**config.mk**
```make
export PLATFORM = sky130hd
export DESIGN_NAME = ysyx_25030085_trap_seq
export DESIGN_NICKNAME = d
export VERILOG_FILES = /design/src/rtl/ysyx_25030085_csr_pkg.sv /design/src/rtl/ysyx_25030085_trap_seq.sv
export SDC_FILE = /design/constraint.sdc
export NUM_CORES = 1
export LEC_CHECK = 0
export CAP_MARGIN = 30
export CORE_MARGIN = 1.5
export CORE_UTILIZATION = 47
export DETAILED_ROUTE_END_ITERATION = 12
export GPL_ROUTABILITY_DRIVEN = 0
export PLACE_DENSITY = 0.92
export RECOVER_POWER = 50
export SETUP_SLACK_MARGIN = 0.1
export SLEW_MARGIN = 25
export SYNTH_ARGS = -nofsm -noshare
export SYNTH_HDL_FRONTEND = slang
export SYNTH_SLANG_ARGS = --single-unit
```
**constraint.sdc**
```tcl
create_clock -name clk -period 2.5 [get_ports clk]
set_input_delay 0.25 -clock clk [delete_from_list [all_inputs] [get_ports clk]]
set_output_delay 0.25 -clock clk [all_outputs]
set_load 0.01 [all_outputs]
```
**src/rtl/ysyx_25030085_csr_pkg.sv**
```systemverilog
// Shared definitions for the machine-mode CSR port.
// Contents:
//   - CSR addresses used by the trap sequencer (mstatus, mtvec, mepc, mcause)
//   - csr_wen encodings (none / write / set)
//   - mstatus field positions (MIE, MPIE, MPP)
//   - trap sequencer state enum
//   - mstatus_on_trap / mstatus_on_ret: the mstatus updates for trap entry
//     and return. These are pure functions so the CSR file can apply the
//     same transforms.
package ysyx_25030085_csr_pkg;

  localparam int MST_W = 32;

  localparam logic [11:0] CSR_MSTATUS = 12'h300;
  localparam logic [11:0] CSR_MTVEC   = 12'h305;
  localparam logic [11:0] CSR_MEPC    = 12'h341;
  localparam logic [11:0] CSR_MCAUSE  = 12'h342;

  localparam logic [1:0] CSR_WEN_NONE  = 2'b00;
  localparam logic [1:0] CSR_WEN_WRITE = 2'b01;
  localparam logic [1:0] CSR_WEN_SET   = 2'b10;

  localparam int MST_MIE    = 3;
  localparam int MST_MPIE   = 7;
  localparam int MST_MPP_LO = 11;
  localparam int MST_MPP_HI = 12;

  typedef enum logic [2:0] {
    ST_IDLE,
    ST_RD_MST,
    ST_WR_MST,
    ST_WR_EPC,
    ST_WR_CAU,
    ST_RD_TVEC,
    ST_RD_EPC,
    ST_DONE
  } trap_state_e;

  // Trap entry: stash MIE in MPIE, disable interrupts, record M-mode in MPP.
  function automatic logic [MST_W-1:0] mstatus_on_trap(input logic [MST_W-1:0] mst);
    logic [MST_W-1:0] nxt;
    nxt                          = mst;
    nxt[MST_MPIE]                = mst[MST_MIE];
    nxt[MST_MIE]                 = 1'b0;
    nxt[MST_MPP_HI:MST_MPP_LO]   = 2'b11;
    return nxt;
  endfunction

  // Trap return: restore MIE from MPIE, set MPIE, drop MPP to the return level.
  function automatic logic [MST_W-1:0] mstatus_on_ret(input logic [MST_W-1:0] mst,
                                                      input logic [1:0]       mpp);
    logic [MST_W-1:0] nxt;
    nxt                          = mst;
    nxt[MST_MIE]                 = mst[MST_MPIE];
    nxt[MST_MPIE]                = 1'b1;
    nxt[MST_MPP_HI:MST_MPP_LO]   = mpp;
    return nxt;
  endfunction

endpackage

```
**src/rtl/ysyx_25030085_trap_seq.sv**
```systemverilog
// Trap sequencer: initiator side of the machine-mode CSR port.
// Turns an accepted ecall or mret into a series of single-cycle CSR
// reads/writes, stalls the core while busy, then pulses a PC redirect.
//
// Ports:
//   clk, rst_n        core clock, async active-low reset
//   req_valid/ready   trap request handshake (ready only in IDLE)
//   is_ecall/is_mret  request type; ecall wins if both are set
//   req_pc/req_cause  PC of the trapping instruction, mcause for ecall
//   busy              stall while a sequence is in progress
//   csr_addr/wen/     CSR access issued this cycle
//   csr_wdata
//   csr_rdata         combinational read data for csr_addr
//   redirect_valid/pc one-cycle fetch redirect; pc holds until next capture
//
// State | meaning
// ------+------------------------------------------------------------
// IDLE    | waiting for a request, req_ready=1
// RD_MST  | read mstatus
// WR_MST  | write transformed mstatus (trap or return form)
// WR_EPC  | ecall: write mepc with the captured PC
// WR_CAU  | ecall: write mcause with the captured cause
// RD_TVEC | ecall: read mtvec, latch base as redirect target
// RD_EPC  | mret: read mepc, latch as redirect target
// DONE    | redirect pulse, still busy; back to IDLE next edge
//
// All csr_* and redirect_* outputs are registers loaded with the values
// for the state being entered, so they depend only on state and captured
// data and have no combinational path from req_*.
module ysyx_25030085_trap_seq
  import ysyx_25030085_csr_pkg::*;
#(
  parameter int         DATA_W  = 32,
  parameter int         ADDR_W  = 12,
  parameter logic [1:0] RET_MPP = 2'b00
) (
  input  logic              clk,
  input  logic              rst_n,
  input  logic              req_valid,
  output logic              req_ready,
  input  logic              is_ecall,
  input  logic              is_mret,
  input  logic [DATA_W-1:0] req_pc,
  input  logic [DATA_W-1:0] req_cause,
  output logic              busy,
  output logic [ADDR_W-1:0] csr_addr,
  output logic [1:0]        csr_wen,
  output logic [DATA_W-1:0] csr_wdata,
  input  logic [DATA_W-1:0] csr_rdata,
  output logic              redirect_valid,
  output logic [DATA_W-1:0] redirect_pc
);

  trap_state_e       state;
  logic              mret_q;
  logic [DATA_W-1:0] pc_q;
  logic [DATA_W-1:0] cause_q;

  assign busy      = (state != ST_IDLE);
  assign req_ready = (state == ST_IDLE);

  always_ff @(posedge clk or negedge rst_n) begin
    if (!rst_n) begin
      state          <= ST_IDLE;
      mret_q         <= 1'b0;
      pc_q           <= '0;
      cause_q        <= '0;
      csr_addr       <= '0;
      csr_wen        <= CSR_WEN_NONE;
      csr_wdata      <= '0;
      redirect_valid <= 1'b0;
      redirect_pc    <= '0;
    end else begin
      csr_wen        <= CSR_WEN_NONE;
      redirect_valid <= 1'b0;
      case (state)
        ST_IDLE: begin
          // A valid request with no type bit set is dropped.
          if (req_valid && (is_ecall || is_mret)) begin
            state     <= ST_RD_MST;
            mret_q    <= !is_ecall;
            pc_q      <= req_pc;
            cause_q   <= req_cause;
            csr_addr  <= ADDR_W'(CSR_MSTATUS);
            csr_wdata <= '0;
          end
        end
        ST_RD_MST: begin
          // The transformed read value is the only use of the old mstatus,
          // so it is captured directly as the next cycle's write data.
          state     <= ST_WR_MST;
          csr_addr  <= ADDR_W'(CSR_MSTATUS);
          csr_wen   <= CSR_WEN_WRITE;
          if (mret_q) begin
            csr_wdata <= DATA_W'(mstatus_on_ret(MST_W'(csr_rdata), RET_MPP));
          end else begin
            csr_wdata <= DATA_W'(mstatus_on_trap(MST_W'(csr_rdata)));
          end
        end
        ST_WR_MST: begin
          csr_addr <= ADDR_W'(CSR_MEPC);
          if (mret_q) begin
            state     <= ST_RD_EPC;
            csr_wdata <= '0;
          end else begin
            state     <= ST_WR_EPC;
            csr_wen   <= CSR_WEN_WRITE;
            csr_wdata <= pc_q;
          end
        end
        ST_WR_EPC: begin
          state     <= ST_WR_CAU;
          csr_addr  <= ADDR_W'(CSR_MCAUSE);
          csr_wen   <= CSR_WEN_WRITE;
          csr_wdata <= cause_q;
        end
        ST_WR_CAU: begin
          state     <= ST_RD_TVEC;
          csr_addr  <= ADDR_W'(CSR_MTVEC);
          csr_wdata <= '0;
        end
        ST_RD_TVEC: begin
          // Vectored mode bits are ignored: always jump to the base.
          state          <= ST_DONE;
          redirect_pc    <= csr_rdata & ~DATA_W'(3);
          redirect_valid <= 1'b1;
          csr_addr       <= '0;
          csr_wdata      <= '0;
        end
        ST_RD_EPC: begin
          state          <= ST_DONE;
          redirect_pc    <= csr_rdata;
          redirect_valid <= 1'b1;
          csr_addr       <= '0;
          csr_wdata      <= '0;
        end
        ST_DONE: begin
          state     <= ST_IDLE;
          csr_addr  <= '0;
          csr_wdata <= '0;
        end
        default: begin
          state     <= ST_IDLE;
          csr_addr  <= '0;
          csr_wdata <= '0;
        end
      endcase
    end
  end

endmodule

```
# Yosys cells after proc, flatten, opt, wreduce, memory -nomap -nowiden
# Index checks and enable logic that the tools add are counted.
dict set report classes {
  n_reduce_logical 11
  n_mux 13
  n_eq_ne 8
}
# op n
set op_table {}
lappend op_table {{$pmux 32 s5} 1}
lappend op_table {{$pmux 12 s6} 1}
lappend op_table {{$mux 32} 2}
lappend op_table {{$pmux 32 s2} 1}
lappend op_table {{$pmux 3 s7} 1}
lappend op_table {{$mux 13} 1}
lappend op_table {{$eq 3x3->1 const B} 4}
lappend op_table {{$mux 12} 1}
lappend op_table {{$eq 3x2->1 const B} 2}
lappend op_table {{$mux 3} 2}
lappend op_table {{$reduce_or 2->1} 2}
lappend op_table {{$reduce_or 4->1} 1}
lappend op_table {{$eq 3x1->1 const B} 1}
lappend op_table {{$logic_not 3->1} 1}
lappend op_table {{$reduce_bool 3->1} 1}
lappend op_table {{$reduce_or 3->1} 1}
lappend op_table {{$mux 1} 2}
lappend op_table {{$ne 2x1->1 const B} 1}
lappend op_table {{$pmux 1 s2} 1}
lappend op_table {{$reduce_and 2->1} 1}
lappend op_table {{$reduce_bool 2->1} 1}
lappend op_table {{$logic_and 1x1->1} 1}
lappend op_table {{$logic_not 1->1} 1}
lappend op_table {{$logic_or 1x1->1} 1}
dict set report totals {
  register_bits 147
  out_inout_bits 81
}

# Logic depth before layout (Yosys ltp)
# Gate-level depths: netlist of run 1.
dict set report logic_depth {
  depth_word 4
  depth_mapped 8
  mapped_depth_nobuf 4
}

# Least setup slack after synthesis of run 1
# No wires, ideal clock.
dict set report synth_path {
  path_type {flip-flop to flip-flop}
  start {register state[2]}
  end {register cause_q[13]}
  path_buffers 4
  period_less_slack_ns 1.740
  path_slack_ns 0.760
  t_arrival_ns 1.614
  stages_incl_launch_ff 9
  cell_sequence {dfrtp_1 buf_6 or3_1 buf_4 clkinv_4 nand2_2 buf_6 buf_6 mux2_4}
}
dict set report synth_via {
  elab_chain_cells 2
}
# element line_no
set synth_rtl {}
lappend synth_rtl {{from (decl)} ysyx_25030085_trap_seq.sv:54} ;# trap_state_e state;
lappend synth_rtl {{from (signal assigned)} ysyx_25030085_trap_seq.sv:64} ;# state <= ST_IDLE;
lappend synth_rtl {{from (signal assigned)} ysyx_25030085_trap_seq.sv:80} ;# state <= ST_RD_MST;
lappend synth_rtl {{from (signal assigned)} ysyx_25030085_trap_seq.sv:91} ;# state <= ST_WR_MST;
lappend synth_rtl {{$logic_not 3->1} ysyx_25030085_trap_seq.sv:76} ;# case (state)
lappend synth_rtl {{$reduce_and 2->1 (no line)} --}
lappend synth_rtl {{to (signal assigned)} ysyx_25030085_trap_seq.sv:83} ;# cause_q <= req_cause;
lappend synth_rtl {{to (decl)} ysyx_25030085_trap_seq.sv:57} ;# logic [DATA_W-1:0] cause_q;
# No other way between the ends.
# A chain may end at the register's enable or synchronous reset.

# Final worst setup path of run 1
dict set report layout_path {
  start {register state[0]}
  end {output port req_ready}
}
dict set report layout_via {
  elab_chain_cells 1
}
# element line_no
set layout_rtl {}
lappend layout_rtl {{$logic_not 3->1} ysyx_25030085_trap_seq.sv:60} ;# assign req_ready = (state == ST_IDLE);
lappend layout_rtl {{to (decl)} ysyx_25030085_trap_seq.sv:40} ;# output logic req_ready,
# No other way between the ends.

==> results of run 1 <==
cells in the mapped netlist (all sizes together):
library cell  number  area [µm²]
o2bb2ai            2        17.5
o31a               1        8.76
and3b              1        8.76
buf               26         193
o21ai             31         155
a22o               1        8.76
a211oi             2        15.0
a21o               1        7.51
nor3               3        15.0
conb               1        3.75
maj3               1        10.0
a31oi              2        12.5
inv                2        7.51
nor2b              5        31.3
nand2              8        32.5
mux2              94        1240
a32oi             46         403
and3               1        6.26
or3                1        6.26
nand3              1        5.00
nand2b             1        6.26
mux2i              5        50.1
xor2               1        8.76
o21a               1        7.51
nor2               7        26.3
nand3b             1        7.51
and4               2        17.5
dfrtp            139        3480
clkbuf            18        67.6
a21oi              3        15.0
clkinv             2        12.5
a221o              9        90.1
flip-flops by register name (all words and copies together), names as in the netlist:
name	count
csr_addr	5
csr_wen	1
csr_wdata	32
mret_q	1
state	3
cause_q	32
redirect_pc	32
pc_q	32
redirect_valid	1
layout make-up:
cell class	instances	area, µm²	area share
Tap cell	172	215	0.0253
Timing Repair Buffer	189	1880	0.221
Clock buffer	20	447	0.0524
Timing Repair inverter	1	5.00	0.000587
Clock inverter	12	219	0.0257
Sequential cell	139	3480	0.408
Inverter	4	20.0	0.00235
Multi-Input combinational cell	238	2250	0.264
path summary, 6_finish.rpt:
kind / from / endpoint / slack, ns / cells past startpoint
max in group asynchronous: rst_n / csr_wdata[23]$_DFFE_PN0P_ / 0.50 / 3
worst max-delay path: state[0]$_DFFE_PN0P_ / req_ready / 0.16 / 3
worst min register to register: csr_addr[1]$_DFFE_PN0P_ / csr_addr[1]$_DFFE_PN0P_ / 0.47 / 1
worst min-delay path: req_pc[16] / pc_q[16]$_DFFE_PN0P_ / 0.44 / 2
min in group asynchronous: rst_n / state[2]$_DFFE_PN0P_ / 0.70 / 2
worst max register to register: state[2]$_DFFE_PN0P_ / csr_wdata[3]$_DFFE_PN0P_ / 0.43 / 4
through the flow:
| step | hold slack, ns | area [µm²] |
|---|---|---|
| after global routing | 0.436 | 8520 |
| after global placement | 0.224 | 7850 |
| after CTS | 0.375 | 8530 |
| after floorplan | -0.0456 | 6000 |
| after detailed placement | 0.237 | 7850 |
| final | 0.444 | 8520 |
placed cells by master, fill, tap and decap left out, types with 2 or more instances in the layout:
cell	Yosys	routed
clkdlybuf4s50_1	0	144
dfrtp_1	139	139
mux2_4	49	49
a32oi_1	46	46
mux2_2	45	45
o21ai_0	30	31
dlygate4sd3_1	0	30
clkbuf_16	0	17
a221o_1	9	9
buf_4	9	9
nand2_1	7	7
nor2_1	7	7
conb_1	1	7
bufinv_16	0	6
mux2i_1	5	5
clkinv_2	0	4
nor2b_1	5	3
a21oi_1	3	3
nor3_1	3	3
clkbuf_2	0	3
buf_12	0	3
inv_1	2	2
clkinv_4	1	2
nor2b_2	0	2
a31oi_1	2	2
o2bb2ai_1	2	2
a211oi_1	2	2
and4_1	2	2
clkbuf_1	18	2
clkinvlp_4	0	2
per-layer routing:
metal / track usage / part of all wire / vias to the layer above
li1: - / - / 1911
met5: 0 / 0 / -
met1: 0.291 / 0.38 / 2219
met2: 0.414 / 0.52 / 196
met3: 0.0680 / 0.076 / 35
met4: 0.0984 / 0.024 / 0
timing repair:
item | CTS | global route
hold buffers | 1 | 0
endpoints found under the setup margin | 0 | 1
buffers inserted | 0 | 0
hold endpoints to repair | 50 | 0
worst max-delay path, stage by stage, from the launching register on:
cell and delay [ns]:
dfrtp_1 0.39, or3_1 0.52, clkinv_4 0.20, clkdlybuf4s50_1 0.56
power by group through the flow:
| stage | logic, mW | registers (mW) | clock network (mW) |
|---|---|---|---|
| 2_1_floorplan | 2.55 | 3.98 | 0 |
| 4_1_cts | 4.57 | 3.90 | 2.86 |
| 3_3_place_gp | 4.36 | 3.84 | 0 |
| 6_report | 4.47 | 3.90 | 2.83 |
| 3_5_place_dp | 4.53 | 3.91 | 0 |
| 5_1_grt | 4.79 | 4.01 | 2.96 |
kinds of logic after synthesis:
logic type / synth area share
buf+inv: 0.0469
xor+xnor: 0.00147
flops: 0.582
fa+ha+maj: 0.00167
other cells: 0.000627
compound gates: 0.124
simple gates: 0.0272
mux: 0.216
==> impl_metrics.ini, run 1 <==
[synthesis]
yosysWarnings = 0
syn_area_mm2 = 0.00598
synth-seq-area-share = 0.582
syn_inst = 419
avgSynthCellArea_um2 = 14.3
ys_seq_elements = 139
synth_cell_type_count = 39

[grt]
overflow = 0
antenna_found_initial = 0
track_usage = 0.243
grt_pass1_wl_mm = 24.4
grt_start_max_net_pins = 65
grt_pass1_vias = 4624

[drt]
postRouteAntennaNets = 0
drt_iter0_markers = 324
drt_wl_total_mm = 15.9
drc_errors = 0
via_per_inst = 5.63
wl_per_cell_um = 20.6
drt_pass1_iterations = 5
vias = 4361

[place]
numPortBuffers = 174
dp_hpwl_mm = 10.7
place_ws_ns = 0.473
dp_cells = 741

[power]
power_density_mw_per_mm2 = 1310
pwr-share-seq = 0.348
p_total_mw = 11.2
p_sw_frac = 0.317
power_frac_comb = 0.399
pwr-share-clk = 0.252
vdd_drop_max_mv = 0.653
intPower_mw = 7.65
switchingPower_mw = 3.55
static-leakage-power_nw = 3.78

[sta]
final.min_clock_period_ns = 2.34
setup_ws_ns = 0.157
slew_headroom = 0.0942
finalCritPeriodShare = 0.937
setup_viol = 0
worst_pin_slew_ns = 1.36
slew_violations = 0
setup_tns_ns = 0
hold_violations = 0
finClkSkew_ns = 0.00620
fmax_mhz = 427
grt_setup_unrepaired = false

[floorplanning]
die_area_mm2 = 0.0134
core_mm2 = 0.0125
pin_count = 182
start_util = 0.478
chipHeight_um = 116
core.rowCount = 41
die_w_um = 116

[worst_setup_path]
crit_type = reg -> out
worstPathMaxFanout = 13
crit_path_start_kind = register
crit_required_ns = 2.25
endpoint_kind = output pin
critical_path_arrival_ns = 2.09

[final_layout]
nNetsFinal = 691
final_core_util = 0.681
final_cell_count_no_fill = 775
layout-drive-gt1-share = 0.240
syn_to_final_growth_pct = 42.6
diodes = 0
nFillCells = 885

[status]
outcome = completed

[run]
maxCapViolCount = 0

[clock_tree]
cts_root_buffer = clkbuf_16
clk_path_buf_depth = 2
cts.sinks = 139
cts_tree = yes
post_cts_resized = 0
cts_made_buffers = 17
htreeDepth = 4
clk_pin_slew_ns = 0.06
clkLatencyLatePin_ns = 0.42

[worst_hold_path]
hp-class = in -> reg
(Power assumes the default switching activity.)
==> inputs of run 2 (changes only) <==
Settings changed: SLEW_MARGIN 25 to default.
==> impl_metrics.ini, run 2 (same netlist as run 1, synthesis figures left out) <==
[grt]
overflow = 0
grt_start_max_net_pins = 65
grt_pass1_wl_mm = 24.4
track_usage = 0.243
antenna_found_initial = 0
grt_pass1_vias = 4624

[worst_setup_path]
crit_required_ns = 2.25
r2r-end = csr_wdata[3]$_DFFE_PN0P_
rrSetupSlack_ns = 0.44
worst_r2r_startpoint = state[2]$_DFFE_PN0P_
ff2ff_path_depth = 4
crit_type = reg -> out
worstPathMaxFanout = 13
endpoint_kind = output pin
critical_path_arrival_ns = 2.09
crit_path_start_kind = register

[power]
intPower_mw = 7.67
power_frac_comb = 0.401
pwr-share-clk = 0.252
power_density_mw_per_mm2 = 1320
vdd_drop_max_mv = 0.654
switchingPower_mw = 3.55
static-leakage-power_nw = 3.78
p_sw_frac = 0.317
pwr-share-seq = 0.348

[floorplanning]
start_util = 0.478
die_area_mm2 = 0.0134
die_w_um = 116
chipHeight_um = 116
pin_count = 182
core.rowCount = 41
core_mm2 = 0.0125

[final_layout]
nNetsFinal = 692
layout_common_cells = clkdlybuf4s50_1, dfrtp_1, mux2_4
syn_to_final_growth_pct = 42.8
final_area_mm2 = 0.00853
final_core_util = 0.682
layout-drive-gt1-share = 0.240
final_common_cell = clkdlybuf4s50_1
diodes = 0

[drt]
route.met2.wl_mm = 8.22
drt_wl_total_mm = 16.0
met1_length_mm = 6.19
drt_pass1_iterations = 4
drc_errors = 0
wl_met3_mm = 1.19
vias = 4377
wl_per_cell_um = 20.6
drt_iter0_markers = 281
postRouteAntennaNets = 0
top_layer_used = met4
via_per_inst = 5.64

[place]
place_ws_ns = 0.473
placed_area_mm2 = 0.00785
numPortBuffers = 174
dp_hpwl_mm = 10.7

[worst_hold_path]
hold_depth = 2
min-delay-start = req_pc[16]
hp-class = in -> reg
min_to = pc_q[16]$_DFFE_PN0P_

[sta]
fmax_mhz = 427
setup_tns_ns = 0
setup_viol = 0
grt_setup_unrepaired = false
finalCritPeriodShare = 0.936
hold_violations = 0
setup_ws_ns = 0.159
finClkSkew_ns = 0.00669
slew_headroom = 0.0983
slew_violations = 0
final.min_clock_period_ns = 2.34
worst_pin_slew_ns = 1.35

[clock_tree]
clk_pin_slew_ns = 0.06
cts_tree = yes
cts_made_buffers = 17
clkLatencyLatePin_ns = 0.42
clk_path_buf_depth = 2
cts.sinks = 139
htreeDepth = 4
cts_setup_buffers = 0
cts_root_buffer = clkbuf_16

[status]
outcome = completed

[run]
maxCapViolCount = 0
## run 2: worst max-delay path by stage
stage	startpoint	end	cells after the start
6_report	state[0]$_DFFE_PN0P_	req_ready	3
2_1_floorplan	state[2]$_DFFE_PN0P_	cause_q[13]$_DFFE_PN0P_	8
3_5_place_dp	state[1]$_DFFE_PN0P_	csr_wdata[21]$_DFFE_PN0P_	4
5_1_grt	state[0]$_DFFE_PN0P_	req_ready	3
4_1_cts	state[0]$_DFFE_PN0P_	req_ready	3
3_3_place_gp	state[0]$_DFFE_PN0P_	req_ready	3
## run 2: critical path: stages (launching register included)
cell,delay (ns)
dfrtp_1,0.38
or3_1,0.52
clkinv_4,0.20
clkdlybuf4s50_1,0.56
## run 2: repair_timing
item	CTS	global route
hold buffers	1	0
setup endpoints to repair	0	1
gates resized for setup	0	0
endpoints found under the hold margin	50	0
## run 2: power by group through the flow
stage	logic (mW)	registers, mW	clock network (mW)
floorplan	2.55	3.98	0
global placement	4.36	3.84	0
detailed placement	4.53	3.91	0
CTS	4.57	3.90	2.86
global route	4.81	4.01	2.96
finish	4.50	3.90	2.83
## run 2: layout make-up
cell class | count | area (µm²)
fill | 883 | 3980
sequential | 139 | 3480
multi-input combinational | 238 | 2250
timing repair buffer | 190 | 1900
clock buffer | 20 | 447
clock inverter | 12 | 219
tap | 172 | 215
inverter | 4 | 20.0
timing repair inverter | 1 | 5.00
## run 2: stage by stage
step,hold slack (ns),power [mW],std cells
2_1_floorplan,-0.0456,6.53,425
3_3_place_gp,0.224,8.20,741
3_5_place_dp,0.237,8.44,741
4_1_cts,0.375,11.3,774
5_1_grt,0.436,11.8,776
6_report,0.443,11.2,776
## run 2: layer usage
metal,vias to the layer above,global-route usage
met5,-,0
met4,0,0.0984
met3,37,0.0680
met2,204,0.414
met1,2221,0.291
li1,1915,-
